`src/rtl/fifo_burst_reader.sv`:
```
// Drains a show-ahead FIFO into framed valid/ready bursts with sop/eop markers.
// Optional macro FIFO_BURST_READER_PAD_EN pads short timeout bursts with zero words up to BURST_LEN.
module fifo_burst_reader #(
  parameter int DWIDTH    = 32,
  parameter int AWIDTH    = 4,
  parameter int BURST_LEN = 8,
  parameter int TIMEOUT   = 16
) (
  input  logic              clk_i,
  input  logic              srst_i,
  input  logic [DWIDTH-1:0] fifo_q_i,
  input  logic              fifo_empty_i,
  input  logic [AWIDTH:0]   fifo_usedw_i,
  output logic              fifo_rdreq_o,
  output logic [DWIDTH-1:0] src_data_o,
  output logic              src_valid_o,
  input  logic              src_ready_i,
  output logic              src_sop_o,
  output logic              src_eop_o,
  output logic              busy_o
);

  localparam int              CW      = $clog2(TIMEOUT + 1);
  localparam logic [AWIDTH:0] BL      = (AWIDTH + 1)'(BURST_LEN);
  localparam logic [AWIDTH:0] ONE     = (AWIDTH + 1)'(1);
  localparam logic [CW-1:0]   TO_LAST = CW'(TIMEOUT - 1);

  typedef enum logic [1:0] {IDLE, BURST, DRAIN} state_t;

  state_t            state_q, state_d;
  logic [CW-1:0]     idle_cnt_q, idle_cnt_d;
  logic [AWIDTH:0]   rem_q, rem_d;
  logic [AWIDTH:0]   tot_q, tot_d;
  logic [DWIDTH-1:0] data_q, data_d;
  logic              valid_q, valid_d;
  logic              sop_q, sop_d;
  logic              eop_q, eop_d;
  logic              real_word;
  logic              adv;

`ifdef FIFO_BURST_READER_PAD_EN
  logic [AWIDTH:0]   pad_q, pad_d;
  // The last pad_q slots of a burst carry zero words instead of FIFO data.
  assign real_word = (rem_q > pad_q);
`else
  assign real_word = 1'b1;
`endif

  assign adv = (state_q == BURST) && (rem_q != '0) && (!valid_q || src_ready_i) &&
               (!real_word || !fifo_empty_i);

  assign fifo_rdreq_o = adv && real_word && !srst_i;
  assign src_data_o   = data_q;
  assign src_valid_o  = valid_q;
  assign src_sop_o    = sop_q;
  assign src_eop_o    = eop_q;
  assign busy_o       = (state_q != IDLE);

  always_comb begin
    state_d    = state_q;
    idle_cnt_d = idle_cnt_q;
    rem_d      = rem_q;
    tot_d      = tot_q;
    data_d     = data_q;
    valid_d    = valid_q;
    sop_d      = sop_q;
    eop_d      = eop_q;
`ifdef FIFO_BURST_READER_PAD_EN
    pad_d      = pad_q;
`endif
    case (state_q)
      IDLE: begin
        if (fifo_usedw_i >= BL) begin
          state_d    = BURST;
          idle_cnt_d = '0;
          rem_d      = BL;
          tot_d      = BL;
`ifdef FIFO_BURST_READER_PAD_EN
          pad_d      = '0;
`endif
        end else if (!fifo_empty_i && (idle_cnt_q == TO_LAST)) begin
          state_d    = BURST;
          idle_cnt_d = '0;
`ifdef FIFO_BURST_READER_PAD_EN
          rem_d      = BL;
          tot_d      = BL;
          pad_d      = BL - fifo_usedw_i;
`else
          rem_d      = fifo_usedw_i;
          tot_d      = fifo_usedw_i;
`endif
        end else if (fifo_empty_i) begin
          idle_cnt_d = '0;
        end else begin
          idle_cnt_d = idle_cnt_q + CW'(1);
        end
      end
      BURST: begin
        if (adv) begin
          data_d  = real_word ? fifo_q_i : '0;
          valid_d = 1'b1;
          sop_d   = (rem_q == tot_q);
          eop_d   = (rem_q == ONE);
          rem_d   = rem_q - ONE;
          if (rem_q == ONE) state_d = DRAIN;
        end else if (valid_q && src_ready_i) begin
          // Accepted word with nothing to replace it (FIFO ran dry mid-burst).
          valid_d = 1'b0;
          sop_d   = 1'b0;
          eop_d   = 1'b0;
        end
      end
      DRAIN: begin
        if (valid_q && src_ready_i) begin
          valid_d = 1'b0;
          sop_d   = 1'b0;
          eop_d   = 1'b0;
          state_d = IDLE;
        end
      end
      default: state_d = IDLE;
    endcase
  end

  always_ff @(posedge clk_i) begin
    if (srst_i) begin
      state_q    <= IDLE;
      idle_cnt_q <= '0;
      rem_q      <= '0;
      tot_q      <= '0;
      data_q     <= '0;
      valid_q    <= 1'b0;
      sop_q      <= 1'b0;
      eop_q      <= 1'b0;
`ifdef FIFO_BURST_READER_PAD_EN
      pad_q      <= '0;
`endif
    end else begin
      state_q    <= state_d;
      idle_cnt_q <= idle_cnt_d;
      rem_q      <= rem_d;
      tot_q      <= tot_d;
      data_q     <= data_d;
      valid_q    <= valid_d;
      sop_q      <= sop_d;
      eop_q      <= eop_d;
`ifdef FIFO_BURST_READER_PAD_EN
      pad_q      <= pad_d;
`endif
    end
  end

endmodule

```
`config.mk`:
```
export PLATFORM = sky130hd
export DESIGN_NAME = fifo_burst_reader
export DESIGN_NICKNAME = d
export VERILOG_FILES = /design/src/rtl/fifo_burst_reader.sv
export SDC_FILE = /design/constraint.sdc
export NUM_CORES = 1
export LEC_CHECK = 0
export ABC_AREA = 1
export CAP_MARGIN = 20
export CORE_MARGIN = 3
export CORE_UTILIZATION = 52
export DETAILED_ROUTE_END_ITERATION = 10
export DONT_BUFFER_PORTS = 1
export PLACE_DENSITY_LB_ADDON = 0.15
export SLEW_MARGIN = 20
export SYNTH_ARGS = -nofsm -noshare
export SYNTH_HDL_FRONTEND = slang
export SYNTH_SLANG_ARGS = --single-unit
```
`constraint.sdc`:
```
create_clock -name clk_i -period 1.4 [get_ports clk_i]
set_input_delay 0.21 -clock clk_i [delete_from_list [all_inputs] [get_ports clk_i]]
set_output_delay 0.21 -clock clk_i [all_outputs]
set_load 0.05 [all_outputs]
```
==> results.sh, run 1 <==
export IMPL_crit_path_end_kind="primary output"
export IMPL_synth_xor_area_share_pct=2.670
export IMPL_failed_checks="negative hold slack, negative setup slack"
export IMPL_timing_worst_setup_path_type="flip-flop to primary output"
export IMPL_worstPathCellList="inv_4, ha_4, nand2_4, nor2_4, nand2_4, nor2_4, buf_12"
export IMPL_timing_hold_ws_ns=-0.04705
export IMPL_synth_cells=310
export IMPL_dr_wl_met2_microns=2865
export IMPL_number_of_port_buffers=0
export IMPL_finalCriticalPeriod_ns=1.566
export IMPL_synth_cell_area_sq_um=2296
export IMPL_fraction_of_layout_instances_using_a_drive_strength_above_1_pct=28.06
export IMPL_critical_path_max_stage_delay_ns=0.35
export IMPL_post_synth_fa_ha_maj_area_fraction_pct=4.905
export IMPL_synthesis_yosys_warnings=0
export IMPL_max_clock_path_buffers=2
export IMPL_most_common_layout_cells="sky130_fd_sc_hd__nor2_1 (82), sky130_fd_sc_hd__dfxtp_1 (46), sky130_fd_sc_hd__buf_4 (46)"
export IMPL_grt_setup_unrepaired="yes"
export IMPL_post_route_drc_count=0
export IMPL_io_pin_count=78
export IMPL_synth_mux_area_fraction_pct=0
export IMPL_route_detailed_vias_per_inst=5.173
export IMPL_pwr_density_cell_nw_per_um2=2411
export IMPL_clock_skew_ns=0.006703
export IMPL_dr_max_layer_used="met4"
export IMPL_diodes_inserted=0
export IMPL_tritoncts="yes"
export IMPL_final_design_area_no_fill_sq_um=3012
export IMPL_setup_viol=53
export IMPL_synth_top_family_by_area="simple AND/OR/NAND/NOR gates"
export IMPL_start_util_pct=55.79
export IMPL_first_global_vias=1943
export IMPL_number_of_max_slew_violations_in_the_final_report=0
export IMPL_synth_area_per_inst_sq_um=7.406
export IMPL_maximum_number_of_pins_on_one_net_before_global_route_repair=31
export IMPL_route_final_wire_length_microns=5585
export IMPL_antenna_found_initial=0
export IMPL_flip_flop_and_latch_count_after_synthesis=52
export IMPL_cts_htree_levels=2
export IMPL_ctsRootBufferMaster="sky130_fd_sc_hd__clkbuf_8"
export IMPL_worst_reg_to_reg_setup_slack_ns=-0.13
export IMPL_area_added_between_synthesis_and_finish_pct=31.17
export IMPL_global_route_wire_length_before_repair_microns=8390
export IMPL_drt_iter0_drc=110
export IMPL_part_of_the_cycle_the_worst_path_needs_pct=111.8
export IMPL_design_power_total_w=0.007260
export IMPL_clock_latency_ns=0.30
export IMPL_core_area_sq_um=4115
export IMPL_die_area_sq_um=5248
export IMPL_dp_hpwl_microns=3678
export IMPL_grtUsageTotal_pct=20.13
export IMPL_mostFrequentLayoutCell="sky130_fd_sc_hd__nor2_1"
export IMPL_timing_critical_path_arrival_ns=1.36
export IMPL_clock_sink_count=52
export IMPL_vdd_drop_max_uv=1375
export IMPL_hold_violations=9
export IMPL_final_nets=409
export IMPL_fillerInstances=326
export IMPL_floorplan_die_height_microns=72.45
export IMPL_antenna_violating_nets_post_route=0
export IMPL_slew_limit_headroom_pct=65.64
export IMPL_outcome="finished, violations left"
export IMPL_startpoint_type="flip-flop"
export IMPL_worst_path_max_fanout=2
export IMPL_num_vias=2121
export IMPL_timing_fmax_mhz=638.7
export IMPL_dpl_cell_area_sq_um=2653
export IMPL_ys_seq_area_share_pct=45.34
export IMPL_critPathSlowestCell="sky130_fd_sc_hd__dfxtp_2"
export IMPL_first_pass_iteration_count_of_the_detailed_router=5
export IMPL_timing_critical_path_required_ns=1.19
export IMPL_synthesis_nets=360
export IMPL_gp_congestion=0.8160
export IMPL_dpl_worst_slack_ns=-0.1261
export IMPL_synth_lib_cells_used_distinct=26
export IMPL_max_slew_worst_pin_slew_ns=0.5146
export IMPL_met3_wirelength_microns=465
export IMPL_timing_critical_path_max_delay_family="flip-flops"
export IMPL_synth_simple_area_share_pct=27.52
export IMPL_m1WireLength_microns=2169
export IMPL_fp_dieW_microns=72.45
export IMPL_critical_path_buf_inv_count=2
export IMPL_rows=23
export IMPL_static_leakage_power_nw=1.281
export IMPL_utilization_pct=73.18
export IMPL_synth_compound_gate_area_share_pct=12.86
export IMPL_avgRoutedWirePerCell_microns=13.62
export IMPL_drv_max_cap_violation_count=0
export IMPL_overflow=0
export IMPL_final_setup_worst_slack_ns=-0.1657
export IMPL_cts_buffers=5
export IMPL_worst_hold_path_type="primary input to flip-flop"
export IMPL_path_clk_slew_ns=0.09
==> worst paths after layout <==
| path | startpoint | end | cells after the start |
|---|---|---|---|
| worst max-delay path | state_q[1]$_SDFFE_PP0P_ | fifo_rdreq_o | 7 |
| worst max register to register | idle_cnt_q[0]$_SDFFE_PP0N_ | idle_cnt_q[2]$_SDFFE_PP0N_ | 11 |
| worst min-delay path | srst_i | src_valid_o$_SDFFE_PP0P_ | 1 |
| worst min register to register | tot_q[4]$_SDFFE_PP0P_ | tot_q[4]$_SDFFE_PP0P_ | 2 |
==> routing by layer <==
layer	vias up	GRT usage, %
li1	1077	-
met4	0	6.148
met5	-	0
met3	7	6.925
met1	967	21.97
met2	70	36.50
==> area by class of cell <==
type | count | area [sq um] | share of cell area [%]
flip-flops and latches | 52 | 1049 | 34.82
well taps | 50 | 62.56 | 2.077
inverters | 26 | 111.4 | 3.698
multi-input cells | 221 | 1227 | 40.76
clock buffers | 7 | 86.33 | 2.867
repair buffers | 53 | 467.9 | 15.54
clock inverters | 1 | 7.507 | 0.2493
==> synthesized netlist by cell type (all sizes together) <==
master	instances	area, sq um
a22oi	1	7.510
ha	9	112.6
o21ai	41	205.2
clkbuf	5	18.77
nor2	87	344.1
o21a	2	15.01
o21bai	1	7.510
nand2	45	186.4
dfxtp	52	1041
xnor2	5	43.79
xor2	2	17.52
a21oi	12	60.06
nand4	2	12.51
inv	26	97.60
nand3	13	82.58
or2	1	6.260
buf	6	37.53
==> kinds of logic (layout without fill, tap and decap cells) <==
group,count (synthesis),count (layout)
compound gates,57,57
xor+xnor,7,7
buf+inv,37,87
flops,52,52
simple gates,148,148
fa+ha+maj,9,9
==> metrics by stage <==
stage | setup TNS, ns | hold slack [ns] | std cells
global route | -8.434 | -0.05342 | 410
finish | -3.705 | -0.04705 | 410
CTS | -5.849 | -0.05055 | 407
detailed placement | -1.344 | 0.2788 | 387
global placement | -0.5820 | 0.2754 | 387
floorplan | -0.06788 | 0.3572 | 310
==> power by group <==
part	total [W]	leakage [nW]	internal (W)	switching (W)
registers	0.00264	0.426	0.00185	0.000789
clock network	0.000875	0.0445	0.000402	0.000473
logic	0.00374	0.810	0.00164	0.00210
==> worst register-to-register path, cell delays in order, from the launching register on <==
cell	delay, ns
sky130_fd_sc_hd__dfxtp_2	0.36
sky130_fd_sc_hd__ha_4	0.14
sky130_fd_sc_hd__nand2_2	0.06
sky130_fd_sc_hd__nor2_2	0.12
sky130_fd_sc_hd__ha_2	0.17
sky130_fd_sc_hd__nand2_1	0.10
sky130_fd_sc_hd__nand3_4	0.11
sky130_fd_sc_hd__inv_2	0.05
sky130_fd_sc_hd__nand2_2	0.08
sky130_fd_sc_hd__inv_2	0.05
sky130_fd_sc_hd__a22oi_2	0.13
sky130_fd_sc_hd__nor2_1	0.07
==> what timing repair did <==
item	CTS	global route
endpoints found under the hold margin	9	9
endpoints found under the setup margin	53	54
setup buffers	12	2
cloned	0	1
pin swaps	6	6
resized for setup	17	33
==> sequential cells by signal, indices dropped and copies added (netlist names) <==
signal and flops:
idle_cnt_q 5, rem_q 5, src_data_o 32, src_eop_o 1
src_sop_o 1, src_valid_o 1, state_q 2, tot_q 5
Power figures use the tool's default switching activity.
==> run 2: changes to the inputs <==
--- a/config.mk
+++ b/config.mk
@@ -8,7 +8,7 @@
 export ABC_AREA = 1
 export CAP_MARGIN = 20
 export CORE_MARGIN = 3
-export CORE_UTILIZATION = 52
+export CORE_UTILIZATION = 42
 export DETAILED_ROUTE_END_ITERATION = 10
 export DONT_BUFFER_PORTS = 1
 export PLACE_DENSITY_LB_ADDON = 0.15
==> run 2 against run 1 <==
  * The flow still finishes with violations (negative hold slack, negative setup slack)
  * Largest cell class unchanged
  * Sequential share of layout area grew 0.29 points
  * Clock skew barely moved
  * Non-clock buffer count shrank 8
  * Register-to-register slack about the same
==> results.sh, run 2 (synthesis gave the netlist of run 1 again) <==
export IMPL_dp_hpwl_microns=3771
export IMPL_timing_worst_setup_path_type="flip-flop to primary output"
export IMPL_vdd_drop_max_uv=1264
export IMPL_final_design_area_no_fill_sq_um=2990
export IMPL_failed_checks="negative hold slack, negative setup slack"
export IMPL_io_pin_count=78
export IMPL_clock_latency_ns=0.29
export IMPL_antenna_found_initial=0
export IMPL_hold_violations=9
export IMPL_diodes_inserted=0
export IMPL_relative_contribution_of_combinational_cells_to_total_power_pct=51.1
export IMPL_path_clk_slew_ns=0.09
export IMPL_design_power_total_w=0.007279
export IMPL_max_clock_path_buffers=2
export IMPL_worstPathCellList="inv_2, ha_4, nand2_4, nor2_4, nand2_4, nor2_4, buf_12"
export IMPL_outcome="finished, violations left"
export IMPL_p_int_w=0.004000
export IMPL_timing_critical_path_max_delay_family="simple AND/OR/NAND/NOR gates"
export IMPL_static_leakage_power_nw=1.252
export IMPL_mostFrequentLayoutCell="sky130_fd_sc_hd__nor2_1"
export IMPL_post_route_drc_count=0
export IMPL_fraction_of_layout_instances_using_a_drive_strength_above_1_pct=29.14
export IMPL_route_detailed_vias_per_inst=4.802
export IMPL_overflow=0
export IMPL_crit_path_end_kind="primary output"
export IMPL_maximum_number_of_pins_on_one_net_before_global_route_repair=33
export IMPL_gp_congestion=0.8151
export IMPL_timing_hold_ws_ns=-0.03489
export IMPL_most_common_layout_cells="sky130_fd_sc_hd__nor2_1 (82), sky130_fd_sc_hd__dfxtp_1 (45), sky130_fd_sc_hd__buf_4 (37)"
export IMPL_part_of_the_cycle_the_worst_path_needs_pct=111.3
export IMPL_timing_critical_path_required_ns=1.19
export IMPL_core_area_sq_um=5205
export IMPL_grtUsageTotal_pct=16.43
export IMPL_clock_power_share_pct=13.3
export IMPL_area_sequential_sq_um=1050
export IMPL_antenna_violating_nets_post_route=0
export IMPL_critical_path_max_stage_delay_ns=0.34
export IMPL_ctsRootBufferMaster="sky130_fd_sc_hd__clkbuf_8"
export IMPL_first_global_vias=1783
export IMPL_clock_sink_count=52
export IMPL_switching_portion_of_total_power_pct=45.05
export IMPL_switchingPower_w=0.003279
export IMPL_dpl_cell_area_sq_um=2668
export IMPL_number_of_port_buffers=0
export IMPL_num_vias=2017
export IMPL_area_added_between_synthesis_and_finish_pct=30.25
export IMPL_start_util_pct=44.11
export IMPL_tritoncts="yes"
export IMPL_cts_htree_levels=2
export IMPL_pwr_density_cell_nw_per_um2=2434
export IMPL_finalCriticalPeriod_ns=1.558
export IMPL_clock_skew_ns=0.006327
export IMPL_slew_limit_headroom_pct=65.29
export IMPL_final_setup_worst_slack_ns=-0.1576
export IMPL_number_of_max_slew_violations_in_the_final_report=0
export IMPL_seqPwrFrac_pct=35.6
export IMPL_critPathSlowestCell="sky130_fd_sc_hd__dfxtp_2"
export IMPL_first_pass_iteration_count_of_the_detailed_router=4
export IMPL_avgRoutedWirePerCell_microns=12.91
export IMPL_grt_setup_unrepaired="yes"
export IMPL_worst_hold_path_type="primary input to flip-flop"
export IMPL_drt_iter0_drc=127
export IMPL_multiInputGateArea_sq_um=1244
export IMPL_route_final_wire_length_microns=5422
export IMPL_final_nets=401
export IMPL_cts_buffers=5
export IMPL_fillerInstances=490
export IMPL_worst_path_max_fanout=2
export IMPL_startpoint_type="flip-flop"
export IMPL_drv_max_cap_violation_count=0
export IMPL_critical_path_buf_inv_count=2
export IMPL_largest_register_ffs=32
export IMPL_floorplan_die_height_microns=79.94
export IMPL_rows=26
export IMPL_setup_viol=49
export IMPL_die_area_sq_um=6390
export IMPL_utilization_pct=57.45
export IMPL_timing_fmax_mhz=642.0
export IMPL_max_slew_worst_pin_slew_ns=0.5200
export IMPL_timing_critical_path_arrival_ns=1.35
export IMPL_global_route_wire_length_before_repair_microns=8266
export IMPL_fp_dieW_microns=79.94
[run 2: path summary, 6_finish.rpt]
path	from	slack, ns	to	cells past startpoint
max	state_q[1]$_SDFFE_PP0P_	-0.16	fifo_rdreq_o	7
min	srst_i	-0.03	idle_cnt_q[1]$_SDFFE_PP0N_	1
max reg2reg	state_q[1]$_SDFFE_PP0P_	-0.13	src_eop_o$_SDFFE_PP0P_	9
min reg2reg	tot_q[4]$_SDFFE_PP0P_	0.46	tot_q[4]$_SDFFE_PP0P_	2
[run 2: power groups by stage]
stage	logic, W	registers, W	clock network, W
2_1_floorplan	0.00197	0.00284	0
3_3_place_gp	0.00305	0.00260	0
3_5_place_dp	0.00309	0.00261	0
4_1_cts	0.00349	0.00258	0.00101
5_1_grt	0.00406	0.00263	0.00108
6_report	0.00372	0.00259	0.000969
[run 2: through the flow]
stage / setup slack (ns) / instances / setup TNS, ns
CTS: -0.1950 / 417 / -5.300
detailed placement: -0.1217 / 404 / -1.441
global placement: -0.1024 / 404 / -0.7168
global route: -0.2349 / 420 / -7.988
finish: -0.1576 / 420 / -3.451
floorplan: -0.04082 / 310 / -0.06788
[run 2: area by class of cell]
cell class | instances | share of cell area [%]
Inverter | 26 | 3.473
Clock inverter | 1 | 1.004
Sequential cell | 52 | 35.10
Clock buffer | 5 | 2.301
Multi-Input combinational cell | 221 | 41.59
Timing Repair Buffer | 45 | 13.60
Tap cell | 70 | 2.929
[run 2: repair_timing]
item                       in CTS  in global routing
setup endpoints to repair      52                 54
gates resized for setup        16                 32
hold endpoints to repair        9                  9
pin swaps                       5                 11
buffers inserted                7                  4
[run 2: metal layers]
| layer | track usage [%] | wire length (microns) | up-vias |
|---|---|---|---|
| met4 | 6.250 | 55 | 0 |
| met2 | 25.33 | 2537 | 63 |
| met3 | 5.192 | 450 | 7 |
| met1 | 21.34 | 2379 | 887 |
| li1 | - | - | 1060 |
| met5 | 0 | 0 | - |
==> run 3: changes to the inputs <==
--- a/config.mk
+++ b/config.mk
@@ -7,7 +7,6 @@
 export LEC_CHECK = 0
 export ABC_AREA = 1
 export CAP_MARGIN = 20
-export CORE_MARGIN = 3
 export CORE_UTILIZATION = 42
 export DETAILED_ROUTE_END_ITERATION = 10
 export DONT_BUFFER_PORTS = 1
==> run 3 against run 2 <==
  * The run still ends with negative hold slack, negative setup slack left
  * Routed wire length shrank 4.9%
  * Cell area fell by 2.3%
  * Global-route usage increased by 2.6 points
  * Clock-buffer cell count rose by 1
  * Register-to-register slack improved by 0.04 ns
  * Clock power decreased by 13%
  * Fmax shrank 0.91%
  * Setup slack got worse by 0.014 ns
  * Largest power group unchanged
==> results.sh, run 3 (synthesis gave the netlist of run 1 again) <==
export IMPL_first_pass_iteration_count_of_the_detailed_router=4
export IMPL_fp_dieW_microns=75.94
export IMPL_critical_path_max_stage_delay_ns=0.35
export IMPL_largest_register_ffs=32
export IMPL_mostFrequentLayoutCell="sky130_fd_sc_hd__nor2_1"
export IMPL_p_int_w=0.003688
export IMPL_worst_path_max_fanout=3
export IMPL_failed_checks="negative hold slack, negative setup slack"
export IMPL_startpoint_type="flip-flop"
export IMPL_timing_critical_path_mode_cell="sky130_fd_sc_hd__nor2_4"
export IMPL_rows=26
export IMPL_floorplan_die_height_microns=75.94
export IMPL_diodes_inserted=0
export IMPL_post_route_setup_tns_ns=-3.219
export IMPL_timing_critical_path_required_ns=1.19
export IMPL_finalCriticalPeriod_ns=1.572
export IMPL_number_of_max_slew_violations_in_the_final_report=0
export IMPL_fraction_of_layout_instances_using_a_drive_strength_above_1_pct=23.85
export IMPL_overflow=0
export IMPL_part_of_the_cycle_the_worst_path_needs_pct=112.3
export IMPL_clock_skew_ns=0.003088
export IMPL_timing_fmax_mhz=636.2
export IMPL_pwr_density_cell_nw_per_um2=2368
export IMPL_switchingPower_w=0.003226
export IMPL_antenna_found_initial=0
export IMPL_dpl_worst_slack_ns=-0.1046
export IMPL_area_added_between_synthesis_and_finish_pct=27.19
export IMPL_cts_htree_levels=2
export IMPL_timing_critical_path_max_delay_family="simple AND/OR/NAND/NOR gates"
export IMPL_max_slew_worst_pin_slew_ns=0.5175
export IMPL_route_detailed_vias_per_inst=4.849
export IMPL_cts_buffers=5
export IMPL_relative_contribution_of_combinational_cells_to_total_power_pct=49.9
export IMPL_most_common_layout_cells="sky130_fd_sc_hd__nor2_1 (82), sky130_fd_sc_hd__dfxtp_1 (46), sky130_fd_sc_hd__nand2_1 (40)"
export IMPL_critical_path_buf_inv_count=2
export IMPL_timing_hold_ws_ns=-0.04058
export IMPL_stdcell_count=418
export IMPL_timing_critical_path_arrival_ns=1.36
export IMPL_maximum_number_of_pins_on_one_net_before_global_route_repair=35
export IMPL_path_clk_slew_ns=0.09
export IMPL_gp_congestion=0.8108
export IMPL_first_global_vias=1986
export IMPL_fillerInstances=502
export IMPL_clock_power_share_pct=12.2
export IMPL_worstPathCellList="inv_4, ha_4, nand2_4, nor2_4, nand2_8, nor2_4, buf_12"
export IMPL_clock_latency_ns=0.30
export IMPL_route_final_wire_length_microns=5157
export IMPL_utilization_pct=56.46
export IMPL_final_setup_worst_slack_ns=-0.1718
export IMPL_dp_hpwl_microns=3591
export IMPL_setup_viol=46
export IMPL_place_detailed_instances=404
export IMPL_max_clock_path_buffers=2
export IMPL_io_pin_count=78
export IMPL_clock_sink_count=52
export IMPL_slew_limit_headroom_pct=65.45
export IMPL_num_vias=2027
export IMPL_outcome="finished, violations left"
export IMPL_drv_max_cap_violation_count=0
export IMPL_crit_path_end_kind="primary output"
export IMPL_avgRoutedWirePerCell_microns=12.34
export IMPL_antenna_violating_nets_post_route=0
export IMPL_number_of_port_buffers=0
export IMPL_ctsRootBufferMaster="sky130_fd_sc_hd__clkbuf_8"
export IMPL_final_nets=397
export IMPL_timing_worst_setup_path_type="flip-flop to primary output"
export IMPL_tritoncts="yes"
export IMPL_vdd_drop_max_uv=1110
export IMPL_worst_hold_path_type="primary input to flip-flop"
export IMPL_die_area_sq_um=5766
export IMPL_critPathSlowestCell="sky130_fd_sc_hd__dfxtp_2"
export IMPL_start_util_pct=44.39
export IMPL_drt_iter0_drc=73
export IMPL_global_route_wire_length_before_repair_microns=8983
export IMPL_core_area_sq_um=5172
export IMPL_grtUsageTotal_pct=19.03
export IMPL_grt_setup_unrepaired="yes"
export IMPL_post_route_drc_count=0
export IMPL_hold_violations=9
export IMPL_switching_portion_of_total_power_pct=46.66
export IMPL_seqPwrFrac_pct=37.9
export IMPL_static_leakage_power_nw=1.223
[run 3: cell count changes in the layout (fill, tap and decap cells not counted), sizes merged]
cell and delta:
buf -5, clkinvlp +1, bufinv -1, clkinv +1, clkbuf +2
[run 3: routing by layer]
layer	GRT usage, %	routed length (microns)
met1	22.58	2270
met2	32.64	2417
met3	5.422	383
met4	6.923	85
met5	0	0
[run 3: worst paths after layout]
check	cells past startpoint	from	end	slack, ns
setup / recovery	7	state_q[1]$_SDFFE_PP0P_	fifo_rdreq_o	-0.17
hold / removal	1	srst_i	src_valid_o$_SDFFE_PP0P_	-0.04
setup reg to reg	11	rem_q[0]$_SDFFE_PP0P_	rem_q[2]$_SDFFE_PP0P_	-0.09
hold reg to reg	2	tot_q[4]$_SDFFE_PP0P_	tot_q[4]$_SDFFE_PP0P_	0.46
[run 3: area by class of cell]
type,instances,area [sq um],area share (%)
multi-input combinational,221,1205,41.26
tap,70,87.58,2.999
clock inverter,2,16.27,0.5570
timing repair buffer,41,386.6,13.24
inverter,26,103.9,3.556
clock buffer,6,72.57,2.485
sequential,52,1049,35.90
[run 3: timing repair]
action	CTS	global route
cloned	0	1
endpoints found under the hold margin	9	9
setup endpoints to repair	52	53
pin swaps	4	4
buffers inserted	3	2
resized for setup	21	8
[run 3: through the flow]
step,instance area [sq um],power (W)
floorplan,2342,0.004816
global placement,2680,0.005683
detailed placement,2680,0.005729
CTS,2845,0.006788
global route,2920,0.007476
finish,2920,0.006915
[run 3: worst register-to-register path, delay by kind of cell, from the launching register on]
family                     cells  cell delay [ns]
and+or+nand+nor                7             0.60
buffers and inverters          3             0.34
DFF                            1             0.33
adders and majority gates      1             0.18
[run 3: power by group through the flow]
stage | Combinational [W] | Sequential [W] | Clock [W]
after floorplan | 0.00197 | 0.00284 | 0
after global placement | 0.00305 | 0.00264 | 0
after detailed placement | 0.00309 | 0.00264 | 0
after CTS | 0.00328 | 0.00262 | 0.000895
after global routing | 0.00387 | 0.00266 | 0.000943
final | 0.00345 | 0.00262 | 0.000843
